File: config.mk
export PLATFORM = sky130hd
export DESIGN_NAME = ual_sequencer
export DESIGN_NICKNAME = d
export VERILOG_FILES = /design/src/rtl/ual_seq_pkg.sv /design/src/rtl/ual_seq_decode.sv /design/src/rtl/ual_sequencer.sv
export SDC_FILE = /design/constraint.sdc
export NUM_CORES = 1
export LEC_CHECK = 0
export ABC_AREA = 1
export CORE_AREA = 2 2 47 49
export CTS_BUF_LIST = sky130_fd_sc_hd__clkbuf_16
export CTS_CLUSTER_SIZE = 8
export DETAILED_ROUTE_END_ITERATION = 12
export DIE_AREA = 0 0 49 51
export PLACE_DENSITY_LB_ADDON = 0.15
export SETUP_SLACK_MARGIN = 0.2
export SLEW_MARGIN = 20
export SYNTH_ARGS = -nofsm -noshare
export SYNTH_HDL_FRONTEND = slang
export SYNTH_SLANG_ARGS = --single-unit
export TNS_END_PERCENT = 20
File: constraint.sdc
create_clock -name clk -period 1.46 [get_ports clk]
set_clock_uncertainty 0.05 [all_clocks]
set_input_delay 0.292 -clock clk [delete_from_list [all_inputs] [get_ports clk]]
set_output_delay 0.292 -clock clk [all_outputs]
set_load 0.05 [all_outputs]
File: src/rtl/ual_seq_pkg.sv
// Shared definitions for the UAL sequencer: FSM states, opcodes, instruction
// field positions and strobe bit ordering.
package ual_seq_pkg;

  typedef enum logic [1:0] {
    ST_IDLE   = 2'd0,
    ST_DECODE = 2'd1,
    ST_EXEC   = 2'd2
  } state_t;

  localparam int OP_MSB  = 7;
  localparam int OP_LSB  = 5;
  localparam int SEL_MSB = 2;
  localparam int SEL_LSB = 0;

  localparam logic [2:0] OP_NOP   = 3'b000;
  localparam logic [2:0] OP_LDR1  = 3'b001;
  localparam logic [2:0] OP_ALU   = 3'b010;
  localparam logic [2:0] OP_ALUNC = 3'b011;
  localparam logic [2:0] OP_CLRC  = 3'b100;
  localparam logic [2:0] OP_SKIPC = 3'b101;

  // Bit positions inside the 4-bit strobe vector {load_r1, load_accu, load_carry, init_carry}.
  localparam int STB_R1    = 3;
  localparam int STB_ACCU  = 2;
  localparam int STB_CARRY = 1;
  localparam int STB_INIT  = 0;

  // Only ALU-class instructions are allowed to change the datapath select.
  function automatic logic is_alu_class(input logic [2:0] op);
    return (op == OP_ALU) || (op == OP_ALUNC);
  endfunction

endpackage

File: src/rtl/ual_seq_decode.sv
// Combinational opcode-to-strobe mapping for the UAL sequencer.
// Opcode 101 (SKIPC) is only legal when UAL_SEQ_SKIPC_EN is defined.
module ual_seq_decode
  import ual_seq_pkg::*;
(
  input  logic [2:0] opcode,
  output logic [3:0] strobes,
  output logic       legal
`ifdef UAL_SEQ_SKIPC_EN
  , output logic     is_skipc
`endif
);

  always_comb begin
    strobes = '0;
    legal   = 1'b1;
`ifdef UAL_SEQ_SKIPC_EN
    is_skipc = 1'b0;
`endif
    case (opcode)
      OP_NOP:   ;
      OP_LDR1:  strobes[STB_R1] = 1'b1;
      OP_ALU: begin
        strobes[STB_ACCU]  = 1'b1;
        strobes[STB_CARRY] = 1'b1;
      end
      OP_ALUNC: strobes[STB_ACCU] = 1'b1;
      // init_carry and load_carry never share an opcode, so never fire together.
      OP_CLRC:  strobes[STB_INIT] = 1'b1;
`ifdef UAL_SEQ_SKIPC_EN
      OP_SKIPC: is_skipc = 1'b1;
`endif
      default:  legal = 1'b0;
    endcase
  end

endmodule

File: src/rtl/ual_sequencer.sv
// UAL instruction sequencer: IDLE -> DECODE -> EXEC, one strobe cycle per instruction.
// Optional conditional-skip instruction (SKIPC) enabled by UAL_SEQ_SKIPC_EN.
module ual_sequencer
  import ual_seq_pkg::*;
(
  input  logic       clk,
  input  logic       rst_n,
  input  logic [7:0] instr,
  input  logic       instr_valid,
  output logic       instr_ready,
  input  logic       carry,
  output logic [2:0] sel_ual,
  output logic       load_r1,
  output logic       load_accu,
  output logic       load_carry,
  output logic       init_carry,
  output logic       busy,
  output logic       illegal,
  output logic [7:0] exec_count,
  output logic [1:0] dbg_state
);

  // Handshake: an instruction is taken when instr_valid && instr_ready on a
  // rising edge; instr_ready is high only in IDLE, and while busy the inputs
  // are ignored entirely (the source keeps instr_valid asserted until taken).

  state_t     state_q, state_d;
  logic [2:0] op_q;
  logic [2:0] sel_q;
  logic       illegal_q;
  logic [7:0] count_q;
  logic [3:0] dec_strobes;
  logic       dec_legal;
  logic       accept;
  logic       skip_now;
  logic       exec_en;
  logic       unused_bits;

  assign accept      = instr_valid && (state_q == ST_IDLE);
  assign unused_bits = ^{instr[4:3], carry};

`ifdef UAL_SEQ_SKIPC_EN
  logic dec_skipc;
  logic skip_flag_q;
  logic skip_cur_q;

  ual_seq_decode u_decode (
    .opcode   (op_q),
    .strobes  (dec_strobes),
    .legal    (dec_legal),
    .is_skipc (dec_skipc)
  );

  assign skip_now = skip_cur_q;

  // skip_cur_q marks the instruction in flight as skipped; the pending flag
  // is consumed by whichever instruction is accepted next.
  always_ff @(posedge clk or negedge rst_n) begin
    if (!rst_n) begin
      skip_flag_q <= 1'b0;
      skip_cur_q  <= 1'b0;
    end else if (accept) begin
      skip_cur_q  <= skip_flag_q;
      skip_flag_q <= 1'b0;
    end else if ((state_q == ST_EXEC) && dec_skipc && !skip_cur_q && carry) begin
      skip_flag_q <= 1'b1;
    end
  end
`else
  ual_seq_decode u_decode (
    .opcode  (op_q),
    .strobes (dec_strobes),
    .legal   (dec_legal)
  );

  assign skip_now = 1'b0;
`endif

  always_ff @(posedge clk or negedge rst_n) begin
    if (!rst_n) begin
      state_q <= ST_IDLE;
    end else begin
      state_q <= state_d;
    end
  end

  always_comb begin
    state_d = state_q;
    case (state_q)
      ST_IDLE:   if (accept) state_d = ST_DECODE;
      ST_DECODE: state_d = dec_legal ? ST_EXEC : ST_IDLE;
      ST_EXEC:   state_d = ST_IDLE;
      default:   state_d = ST_IDLE;
    endcase
  end

  always_ff @(posedge clk or negedge rst_n) begin
    if (!rst_n) begin
      op_q      <= OP_NOP;
      sel_q     <= '0;
      illegal_q <= 1'b0;
      count_q   <= '0;
    end else begin
      if (accept) begin
        op_q <= instr[OP_MSB:OP_LSB];
      end
`ifdef UAL_SEQ_SKIPC_EN
      if (accept && is_alu_class(instr[OP_MSB:OP_LSB]) && !skip_flag_q) begin
`else
      if (accept && is_alu_class(instr[OP_MSB:OP_LSB])) begin
`endif
        sel_q <= instr[SEL_MSB:SEL_LSB];
      end
      if ((state_q == ST_DECODE) && !dec_legal) begin
        illegal_q <= 1'b1;
      end
      if (exec_en) begin
        count_q <= count_q + 8'd1;
      end
    end
  end

  // Strobes decode straight from the state register so an asynchronous reset
  // removes them in the same cycle.
  assign exec_en     = (state_q == ST_EXEC) && !skip_now;
  assign load_r1     = exec_en && dec_strobes[STB_R1];
  assign load_accu   = exec_en && dec_strobes[STB_ACCU];
  assign load_carry  = exec_en && dec_strobes[STB_CARRY];
  assign init_carry  = exec_en && dec_strobes[STB_INIT];

  assign instr_ready = (state_q == ST_IDLE);
  assign busy        = (state_q != ST_IDLE);
  assign sel_ual     = sel_q;
  assign illegal     = illegal_q;
  assign exec_count  = count_q;
  assign dbg_state   = state_q;

endmodule

Yosys cells after proc, flatten, opt, wreduce, memory -nomap -nowiden
Cells that the tools add are included.
Storage, ports and cells
  output and inout bits: 20
  register bits after elaboration: 17
  input port bits: 12
Operators by class
  reduce and logical (&&, ||, !) cells: 14
  equality and inequality tests: 9
  add/subtract/negate cells: 1
  multiplexer cells: 8
Operators with widths (count)
  == test 3 x 2 -> 1 bit, second input constant: 4
  adder 8 x 1 -> 8 bit, second input constant: 1
  logical AND 1 bit: 7
  two-way mux 1 bit: 5
  OR reduction 5 bit: 1
  two-way mux 2 bit: 2
  case mux 2 bit (2 select lines): 1
  == test 3 x 1 -> 1 bit, second input constant: 1
  == test 3 bit, second input constant: 1
  logical NOT 3 bit: 1
  == test 2 x 1 -> 1 bit, second input constant: 1
  == test 2 bit, second input constant: 1
  logical NOT 2 bit: 1
  != test 2 x 1 -> 1 bit, second input constant: 1
  nonzero test 2 bit: 1
  OR reduction 2 bit: 1
  logical NOT 1 bit: 1
  logical OR 1 bit: 1

Depth between registers and ports, before layout
Gate-level depths: netlist of run 1.
  depth after elaboration: 5
  gate-level depth with buffers: 7
  depth with buffers taken out: 7

By module
A second synthesis of run 1 with hierarchy kept.
Unflattened totals
  cell total of the unflattened synthesis: 101
  area total of the unflattened synthesis: 852.1 µm²
By module, submodules not included
  ual_sequencer: times used 1, cells each 90, area each 810.8 µm², seq. area each 425.4 µm²
  ual_seq_decode: times used 1, cells each 11, area each 41.3 µm², seq. area each 0.0 µm²

Worst setup path after synthesis of run 1
Ideal clock, no wire load.
  path type: reg2out
  start point: register state_q[1], in the netlist dbg_state[1]
  end point: output load_carry
  slack: -1339 ps
  stages on the path, launching flop included: 3
  arrival: 2457 ps
  cells stage by stage: dfrtp_1 > nand2_1 > nor4_1
Between the ends
  word-level cells in the longest chain between the ends: 2
RTL lines
  from (decl): line ual_sequencer.sv:27  | state_t state_q, state_d;
  from (signal assigned): line ual_sequencer.sv:83  | state_q <= state_d;
  == test 2 bit: line ual_sequencer.sv:125  | assign exec_en = (state_q == ST_EXEC) && !skip_now;
  logical AND 1 bit: line ual_sequencer.sv:128  | assign load_carry = exec_en && dec_strobes[STB_CARRY];
  to (decl): line ual_sequencer.sv:15  | output logic load_carry,
Every way passes these cells.

Worst setup path after layout of run 1
  start point: register op_q[0]
  end point: output load_r1
Between the ends
  word-level cells in the longest chain between the ends: 3
RTL lines
  from (decl): line ual_sequencer.sv:28  | logic [2:0] op_q;
  from (signal assigned): line ual_sequencer.sv:105  | op_q <= instr[OP_MSB:OP_LSB];
  == test 3 x 1 -> 1 bit: line ual_seq_decode.sv:20  | case (opcode)
  two-way mux 1 bit: line ual_seq_decode.sv:20
  logical AND 1 bit: line ual_sequencer.sv:126  | assign load_r1 = exec_en && dec_strobes[STB_R1];
  to (decl): line ual_sequencer.sv:13  | output logic load_r1,
Every way passes these cells.

==> impl_metrics.toml, run 1 <==
[run_status]
outcome = "finished, violations left"
violations = "setup timing"

[grt]
track_usage_pct = 17.49
grt-ovfl-total = 0
antenna_found_initial = 0
grt_max_degree = 18
grt_pass1_wl_um = 3277
first_global_vias = 772

[timing]
timing.fmax_mhz = 614.9
rsz0062_at_grt = "yes"
tightest_slew_ns = 0.2649
setup_ws_ns = -0.1662
fin_crit_sh_pct = 111.4
hold_ws_ns = 0.3247
finalSetupTns_ns = -0.5709
period_needed_ns = 1.626
setup_viol = 6
finalHoldViolations = 0
drv_slew = 0
relSlewSlack_pct = 82.21

[detailed_routing]
wl_per_cell_um = 11.63
drt-met1-wl_um = 660
route.met2.wl_um = 995
wl_met3_um = 114
top_layer_used = "met4"
ant_nets = 0
vias_per_cell = 4.596
dr.pass1.iters = 2
drc = 0
wl_um = 1814
via_count = 717
drtIter0Drc = 3

[min_path]
hp-class = "primary input to asynchronous set/reset pin"

[clock_tree]
htree_levels = 1
cts_buffers = 3
cts-root-buf = "clkbuf_16"
clockBufferDepth = 2
cts_tree = "yes"
holdBufCountCts = 0
path_clk_slew_ns = 0.05
clock-sinks = 17
clock_latency_ns = 0.24

[placed_design]
gp_congestion = 0.7154
hpwlAfterDp_um = 1258
io_buffers = 28

[worst_setup_path]
crit_path_max_fanout = 2
crit_type = "register to output pin"
startpoint_type = "register"
crit_required_ns = 1.12
endpoint_kind = "output pin"
cp_data_arrival_time_ns = 1.28

[synth]
synth_cell_types = 20
synth.cell_area_um2 = 768.2
synthCells = 84
synth_top_area_share_pct = 55.37
synth.avg_cell_area_um2 = 9.146
yosysSeqAreaShare_pct = 55.37
synth.area.top_cells = "dfrtp_1 55%, nand2_1 14%, inv_1 4.9%"
synth_nets = 97
synth_warnings = 0
yosys_register_bits = 17
synth_largest_area_cell = "dfrtp_1"

[floorplanning]
dieArea_mm2 = 0.002499
rows = 17
die_w_um = 49
dieHeight_um = 51
core_area_mm2 = 0.002063
ios = 32
start_util_pct = 37.23

[layout]
drive_gt1_share_pct = 49.22
nFillCells = 140
final_nets = 142
antennaDiodeCount = 0
syn_to_final_growth_pct = 104.4

[power]
irDropWorstVdd_v = 0.001778
leakage_nw = 0.7254
p_per_area_mw_per_mm2 = 2349

[job]
maxCapViolations = 0
[worst max-delay path: stages, from the launching register on]
cell and delay, ns:
dfrtp_1 0.36, inv_2 0.06, buf_6 0.12, nor4_4 0.32
buf_12 0.18
[area by class of cell]
cell class,instances,area [µm²],share of cell area [%]
sequential,17,431.7,27.49
multi-input combinational,56,404.1,25.74
inverter,11,41.29,2.629
tap,28,35.03,2.231
clock buffer,3,75.07,4.781
timing repair buffer,40,578.1,36.81
clock inverter,1,5.005,0.3187
[synthesized netlist by cell type (all sizes together)]
cell type  instances
nor3b              1
nand3              3
o21ai              3
mux2               1
nor4               2
xor2               2
nor2               6
nand2             30
nor3               1
ha                 1
nand3b             2
a211oi             1
a31o               1
xnor2              2
dfrtp             17
inv               11
[logic make-up (layout without fill, tap and decap cells)]
group           count (synthesis)  in the layout  share of synthesized area, %
compound gates                  5              5                         4.072
buf+inv                        11             55                         5.375
flops                          17             17                         55.37
mux                             1              1                         1.954
xor+xnor                        4              4                         4.561
fa+ha+maj                       1              1                         1.628
simple gates                   45             45                         27.03
[power breakdown]
group,switching (mW),internal (mW)
sequential,0.280,0.665
clock,0.172,0.366
combinational,1.14,1.07
total,1.59,2.10
[metal layers]
| layer | track usage [%] | vias up |
|---|---|---|
| met4 | 10.00 | 0 |
| li1 | - | 353 |
| met5 | 0 | - |
| met3 | 5.556 | 6 |
| met2 | 30.59 | 23 |
| met1 | 18.71 | 335 |
[flip-flops by register name (all words and copies together) (netlist names)]
register    count
illegal         1
dbg_state       2
exec_count      8
op_q            3
sel_ual         3
[what timing repair did]
| item | CTS | global route |
|---|---|---|
| endpoints found under the setup margin | 15 | 18 |
| pin swaps | 4 | 5 |
| resized for setup | 6 | 11 |
| buffers inserted | 3 | 1 |
[cells in the final DEF (no fill, tap or decap), drive strengths merged]
master | Yosys | layout
nor4 | 2 | 2
mux2 | 1 | 1
nand3b | 2 | 2
xnor2 | 2 | 2
buf | 0 | 32
ha | 1 | 1
nor3b | 1 | 1
nor2 | 6 | 6
a211oi | 1 | 1
nor3 | 1 | 1
clkinv | 0 | 1
nand2 | 30 | 30
a31o | 1 | 1
dfrtp | 17 | 17
inv | 11 | 11
o21ai | 3 | 3
clkdlybuf4s50 | 0 | 8
clkbuf | 0 | 3
xor2 | 2 | 2
nand3 | 3 | 3
[through the flow]
step	instance area, µm²	power (mW)	setup WS [ns]	std cells	util, %
6_report	1570	3.688	-0.1662	156	76.11
4_1_cts	1525	3.603	-0.1698	155	73.92
3_5_place_dp	1411	2.966	0.04513	148	68.41
3_3_place_gp	1411	2.931	0.06607	148	68.41
5_1_grt	1570	3.862	-0.2200	156	76.11
2_1_floorplan	835.8	1.897	-0.3417	84	-
[final timing paths]
kind,start,endpoint,slack (ns),depth (start not counted)
max,op_q[0],load_r1,-0.17,4
min,rst_n,exec_count[0],0.32,2
max reg2reg,dbg_state[0],exec_count[1],0.15,5
min reg2reg,sel_ual[2],sel_ual[2],0.48,2
max in group asynchronous,rst_n,dbg_state[1],0.83,2
min in group clk,sel_ual[2],sel_ual[2],0.48,2
Note: power is estimated with default switching activity, not from simulation.
==> run 2: changes to the inputs <==
==> constraint.sdc (replaced) <==
create_clock -name clk -period 1.46 [get_ports clk]
set_clock_uncertainty 0.05 [all_clocks]
set_input_delay 0.292 -clock clk [delete_from_list [all_inputs] [get_ports clk]]
set_output_delay 0.292 -clock clk [all_outputs]
set_load 0.01 [all_outputs]
==> run 2 against run 1 <==
The flow still finishes with violations (setup timing). Design area decreased by 13%. Final cell count rose by 3.2%. Critical path type unchanged. Critical endpoint unchanged. Non-clock buffer count up 5. Utilization fell by 9.8 points. Count of clock-buffer cells in the layout did not move.
==> impl_metrics.toml, run 2 (synthesis results as in run 1) <==
[run_status]
outcome = "finished, violations left"
violations = "setup timing"

[layout]
final_util_pct = 66.28
largest_reg_flops = 8
mostFrequentLayoutCell = "nand2_1"
fin_area_mm2 = 0.001368
antennaDiodeCount = 0
instances_no_fill = 161
final_nets = 147
layout_common_cells = "27 x nand2_1, 15 x dfrtp_1, 12 x buf_4, 8 x clkdlybuf4s50_1"
drive_gt1_share_pct = 41.35
syn_to_final_growth_pct = 78.01
nFillCells = 175

[worst_setup_path]
r2r-start = "dbg_state[0]"
crit_buf_inv = 3
crit_path_max_fanout = 2
endpoint_kind = "output pin"
timing.rr.end = "exec_count[7]"
crit_required_ns = 1.12
reg2reg_slack_ns = 0.22
startpoint_type = "register"
worstRegToRegCells = 7
cp_data_arrival_time_ns = 1.21
worstPathCellList = "inv_2 -> buf_6 -> nor4_4 -> buf_2"
max_stage_delay_ns = 0.37
crit_type = "register to output pin"
path_delay_family = "flip-flops"
path_depth = 4
cp_slowest_cell = "dfrtp_1"

[min_path]
hp-class = "primary input to asynchronous set/reset pin"

[timing]
setup_ws_ns = -0.09643
relSlewSlack_pct = 85.56
finalHoldViolations = 0
finalSetupTns_ns = -0.2343
rsz0062_at_grt = "yes"
timing.fmax_mhz = 642.5
drv_slew = 0
tightest_slew_ns = 0.2166
period_needed_ns = 1.556
setup_viol = 3
fin_crit_sh_pct = 106.6

[floorplanning]
core_area_mm2 = 0.002063
dieArea_mm2 = 0.002499
ios = 32
die_w_um = 49
dieHeight_um = 51
start_util_pct = 37.23
rows = 17

[grt]
grt-ovfl-total = 0
grt_pass1_wl_um = 2856
grt_max_degree = 18
first_global_vias = 695
track_usage_pct = 15.42
antenna_found_initial = 0

[clock_tree]
clock_latency_ns = 0.25
clock-sinks = 17
path_clk_slew_ns = 0.05
htree_levels = 1
clockBufferDepth = 2
cts-root-buf = "clkbuf_16"
cts_buffers = 3
cts_tree = "yes"

[power]
share_seq_of_total_power_pct = 31.6
p_sw_share_pct = 35.72
combPwrFrac_pct = 47.5
cell_internal_pwr_mw = 1.708
leakage_nw = 0.6743
p_sw_mw = 0.9491
irDropWorstVdd_v = 0.001332
p_per_area_mw_per_mm2 = 1943
clkPwrFrac_pct = 20.9

[placed_design]
place_area_mm2 = 0.001220
hpwlAfterDp_um = 1228
gp_congestion = 0.7199
dp.cells = 151
io_buffers = 28

[job]
maxCapViolations = 0

[detailed_routing]
vias_per_cell = 4.478
wl_per_cell_um = 10.68
wl_um = 1720
dr.pass1.iters = 3
drc = 0
via_count = 721
ant_nets = 0
drtIter0Drc = 2
==> run 2: cell types whose count changed in the layout (fill, tap and decap cells not counted), sizes merged <==
cell	previous run	this run
clkdlybuf4s15	0	8
buf	32	25
clkbuf	3	6
dlygate4sd2	0	1
==> run 2: worst max-delay path by stage <==
| stage | start | end | slack (ns) |
|---|---|---|---|
| 5_1_grt | op_q[0] | load_r1 | -0.15 |
| 6_report | op_q[0] | load_r1 | -0.1 |
| 3_3_place_gp | op_q[1] | load_carry | -0.22 |
| 4_1_cts | op_q[0] | load_r1 | -0.08 |
| 3_5_place_dp | op_q[1] | load_carry | -0.26 |
| 2_1_floorplan | dbg_state[0] | init_carry | 0.21 |
==> run 2: final cells by class <==
class / instances / area, µm² / area share, %
flip-flops and latches: 17 / 427.9 / 31.29
multi-input cells: 56 / 399.1 / 29.19
repair buffers: 45 / 384.1 / 28.09
clock buffers: 3 / 75.07 / 5.489
inverters: 11 / 41.29 / 3.019
well taps: 28 / 35.03 / 2.562
clock inverters: 1 / 5.005 / 0.3660
==> run 2: power by group through the flow <==
| stage | combinational [mW] | sequential [mW] | clock (mW) |
|---|---|---|---|
| 2_1_floorplan | 0.406 | 0.912 | 0 |
| 3_3_place_gp | 1.09 | 0.852 | 0 |
| 3_5_place_dp | 1.10 | 0.862 | 0 |
| 4_1_cts | 1.18 | 0.841 | 0.568 |
| 5_1_grt | 1.38 | 0.865 | 0.586 |
| 6_report | 1.26 | 0.839 | 0.555 |
==> run 2: metrics by stage <==
step / worst slack (ns) / total power, mW / hold WS [ns]
6_report: -0.09643 / 2.657 / 0.3197
5_1_grt: -0.1456 / 2.827 / 0.3640
4_1_cts: -0.07776 / 2.587 / 0.3289
3_5_place_dp: -0.2589 / 1.963 / 0.4115
3_3_place_gp: -0.2190 / 1.941 / 0.4045
2_1_floorplan: 0.2077 / 1.318 / -0.05359
==> run 2: worst reg2reg max path, stage by stage (launching register included) <==
cell,delay [ns]
dfrtp_1,0.40
inv_2,0.11
buf_4,0.16
nand3_2,0.08
nor2_4,0.15
nand3_1,0.09
nand2_1,0.07
inv_1,0.04
==> run 2: metal layers <==
layer	track usage [%]	wire, µm	vias up
met5	0	0	-
met4	10.00	42	0
met3	2.339	94	5
met2	28.31	864	21
met1	16.57	719	330
li1	-	-	365
==> run 2: what timing repair did <==
item	in CTS	in global routing
gates resized for setup	67	13
setup endpoints to repair	22	22
hold buffers	0	0
pin swaps	2	4
setup buffers	4	2
==> run 3: changes to the inputs <==
--- a/config.mk
+++ b/config.mk
@@ -6,11 +6,12 @@
 export NUM_CORES = 1
 export LEC_CHECK = 0
 export ABC_AREA = 1
-export CORE_AREA = 2 2 47 49
+export ABC_CLOCK_PERIOD_IN_PS = 1460
+export CORE_AREA = 2 2 50 52
 export CTS_BUF_LIST = sky130_fd_sc_hd__clkbuf_16
 export CTS_CLUSTER_SIZE = 8
 export DETAILED_ROUTE_END_ITERATION = 12
-export DIE_AREA = 0 0 49 51
+export DIE_AREA = 0 0 52 54
 export PLACE_DENSITY_LB_ADDON = 0.15
 export SETUP_SLACK_MARGIN = 0.2
 export SLEW_MARGIN = 20
==> run 3 against run 2 <==
Global-route usage is 0.58 points lower. Total power is 1.4% higher. Largest power group unchanged. Sequential power is 2% lower. Non-clock buffer count is 2 higher. Maximum frequency is 2.8% higher. First-iteration DRC count is 100% lower. Count of clock-buffer cells in the layout stayed put. Final cell count is 2.5% higher. Register-to-register slack worse by 0.07 ns. The flow still finishes with violations (setup timing).
==> impl_metrics.toml, run 3 (synthesis results as in run 1) <==
[timing]
setup_viol = 3
drv_slew = 0
rsz0062_at_grt = "yes"
finalSetupTns_ns = -0.1290
period_needed_ns = 1.514
timing.fmax_mhz = 660.7
relSlewSlack_pct = 85.15
tightest_slew_ns = 0.2228
fin_crit_sh_pct = 103.7
hold_ws_ns = 0.3293
setup_ws_ns = -0.05359
finalHoldViolations = 0

[power]
irDropWorstVdd_v = 0.0009990
cell_internal_pwr_mw = 1.747
combPwrFrac_pct = 49.6
leakage_nw = 0.6926
clkPwrFrac_pct = 19.9
p_per_area_mw_per_mm2 = 1923
p_sw_mw = 0.9478
share_seq_of_total_power_pct = 30.5
power_mw = 2.695
p_sw_share_pct = 35.18

[detailed_routing]
via_count = 709
top_layer_used = "met4"
vias_per_cell = 4.297
dr.pass1.iters = 1
route.met2.wl_um = 848
ant_nets = 0
drtIter0Drc = 0
drt-met1-wl_um = 701
wl_per_cell_um = 10.06
wl_met3_um = 99
drc = 0
wl_um = 1660

[worst_setup_path]
startpoint_type = "register"
worstRegToRegCells = 8
cp_data_arrival_time_ns = 1.17
reg2reg_slack_ns = 0.15
endpoint_kind = "output pin"
crit_required_ns = 1.12
crit_type = "register to output pin"
crit_path_max_fanout = 2

[floorplanning]
die_w_um = 52
dieHeight_um = 54
rows = 18
dieArea_mm2 = 0.002808
start_util_pct = 33.12
core_area_mm2 = 0.002320
ios = 32

[layout]
multi_input_area_um2 = 421.7
drive_gt1_share_pct = 44.44
syn_to_final_growth_pct = 82.41
antennaDiodeCount = 0
final_util_pct = 60.41
mostFrequentLayoutCell = "nand2_1"
final_nets = 149
instances_no_fill = 165
nFillCells = 211
layout_common_cells = "25 x nand2_1, 15 x dfrtp_1, 13 x buf_4, 8 x clkdlybuf4s50_1, 8 x buf_6"
seqCellArea_um2 = 427.9
largest_reg_flops = 8

[grt]
grt_pass1_wl_um = 3091
grt-ovfl-total = 0
antenna_found_initial = 0
track_usage_pct = 14.85
first_global_vias = 764
grt_max_degree = 18

[run_status]
outcome = "finished, violations left"
violations = "setup timing"

[placed_design]
gp_congestion = 0.7180
hpwlAfterDp_um = 1182
io_buffers = 28
dp.cells = 153

[clock_tree]
clock-sinks = 17
holdBufCountCts = 0
clockBufferDepth = 2
clock_latency_ns = 0.24
htree_levels = 1
cts_buffers = 3
path_clk_slew_ns = 0.05
cts_tree = "yes"
cts-root-buf = "clkbuf_16"

[job]
maxCapViolations = 0

[min_path]
hp-class = "primary input to asynchronous set/reset pin"
## run 3: routing by layer
layer / vias to the layer above / track usage, %
li1: 366 / -
met3: 2 / 2.500
met1: 322 / 17.60
met2: 19 / 27.00
met5: - / 0
met4: 0 / 5.263
## run 3: power groups by stage
stage	Sequential (mW)	Combinational (mW)	Clock (mW)
final	0.822	1.34	0.536
after global routing	0.855	1.47	0.577
after CTS	0.807	1.32	0.551
after detailed placement	0.860	1.10	0
after global placement	0.854	1.09	0
after floorplan	0.912	0.406	0
## run 3: final cells by class
type | count | share of cell area, %
timing repair buffer | 47 | 28.04
tap | 30 | 2.679
clock buffer | 3 | 5.357
sequential | 17 | 30.54
multi-input combinational | 56 | 30.09
clock inverter | 1 | 0.3571
inverter | 11 | 2.946
## run 3: worst paths after layout
kind / start / endpoint
max: op_q[0] / load_carry
min: rst_n / exec_count[1]
max reg2reg: dbg_state[0] / exec_count[7]
min reg2reg: sel_ual[2] / sel_ual[2]
max in group asynchronous: rst_n / dbg_state[1]
min in group clk: sel_ual[2] / sel_ual[2]
## run 3: repair_timing
action / in CTS / in global routing
gates resized for setup: 69 / 18
pin swaps: 5 / 6
endpoints found under the hold margin: 0 / 0
setup buffers: 8 / 0
endpoints found under the setup margin: 23 / 29
## run 3: critical path, stage by stage (launching register included)
cell and delay, ns:
dfrtp_1 0.38, buf_4 0.14, nor4_4 0.24, buf_2 0.17
## run 3: stage by stage
stage / instance area, µm² / setup slack (ns)
after CTS: 1400 / -0.05997
after global placement: 1222 / -0.2175
after floorplan: 822.0 / 0.2077
after detailed placement: 1222 / -0.2418
after global routing: 1401 / -0.1190
final: 1401 / -0.05359
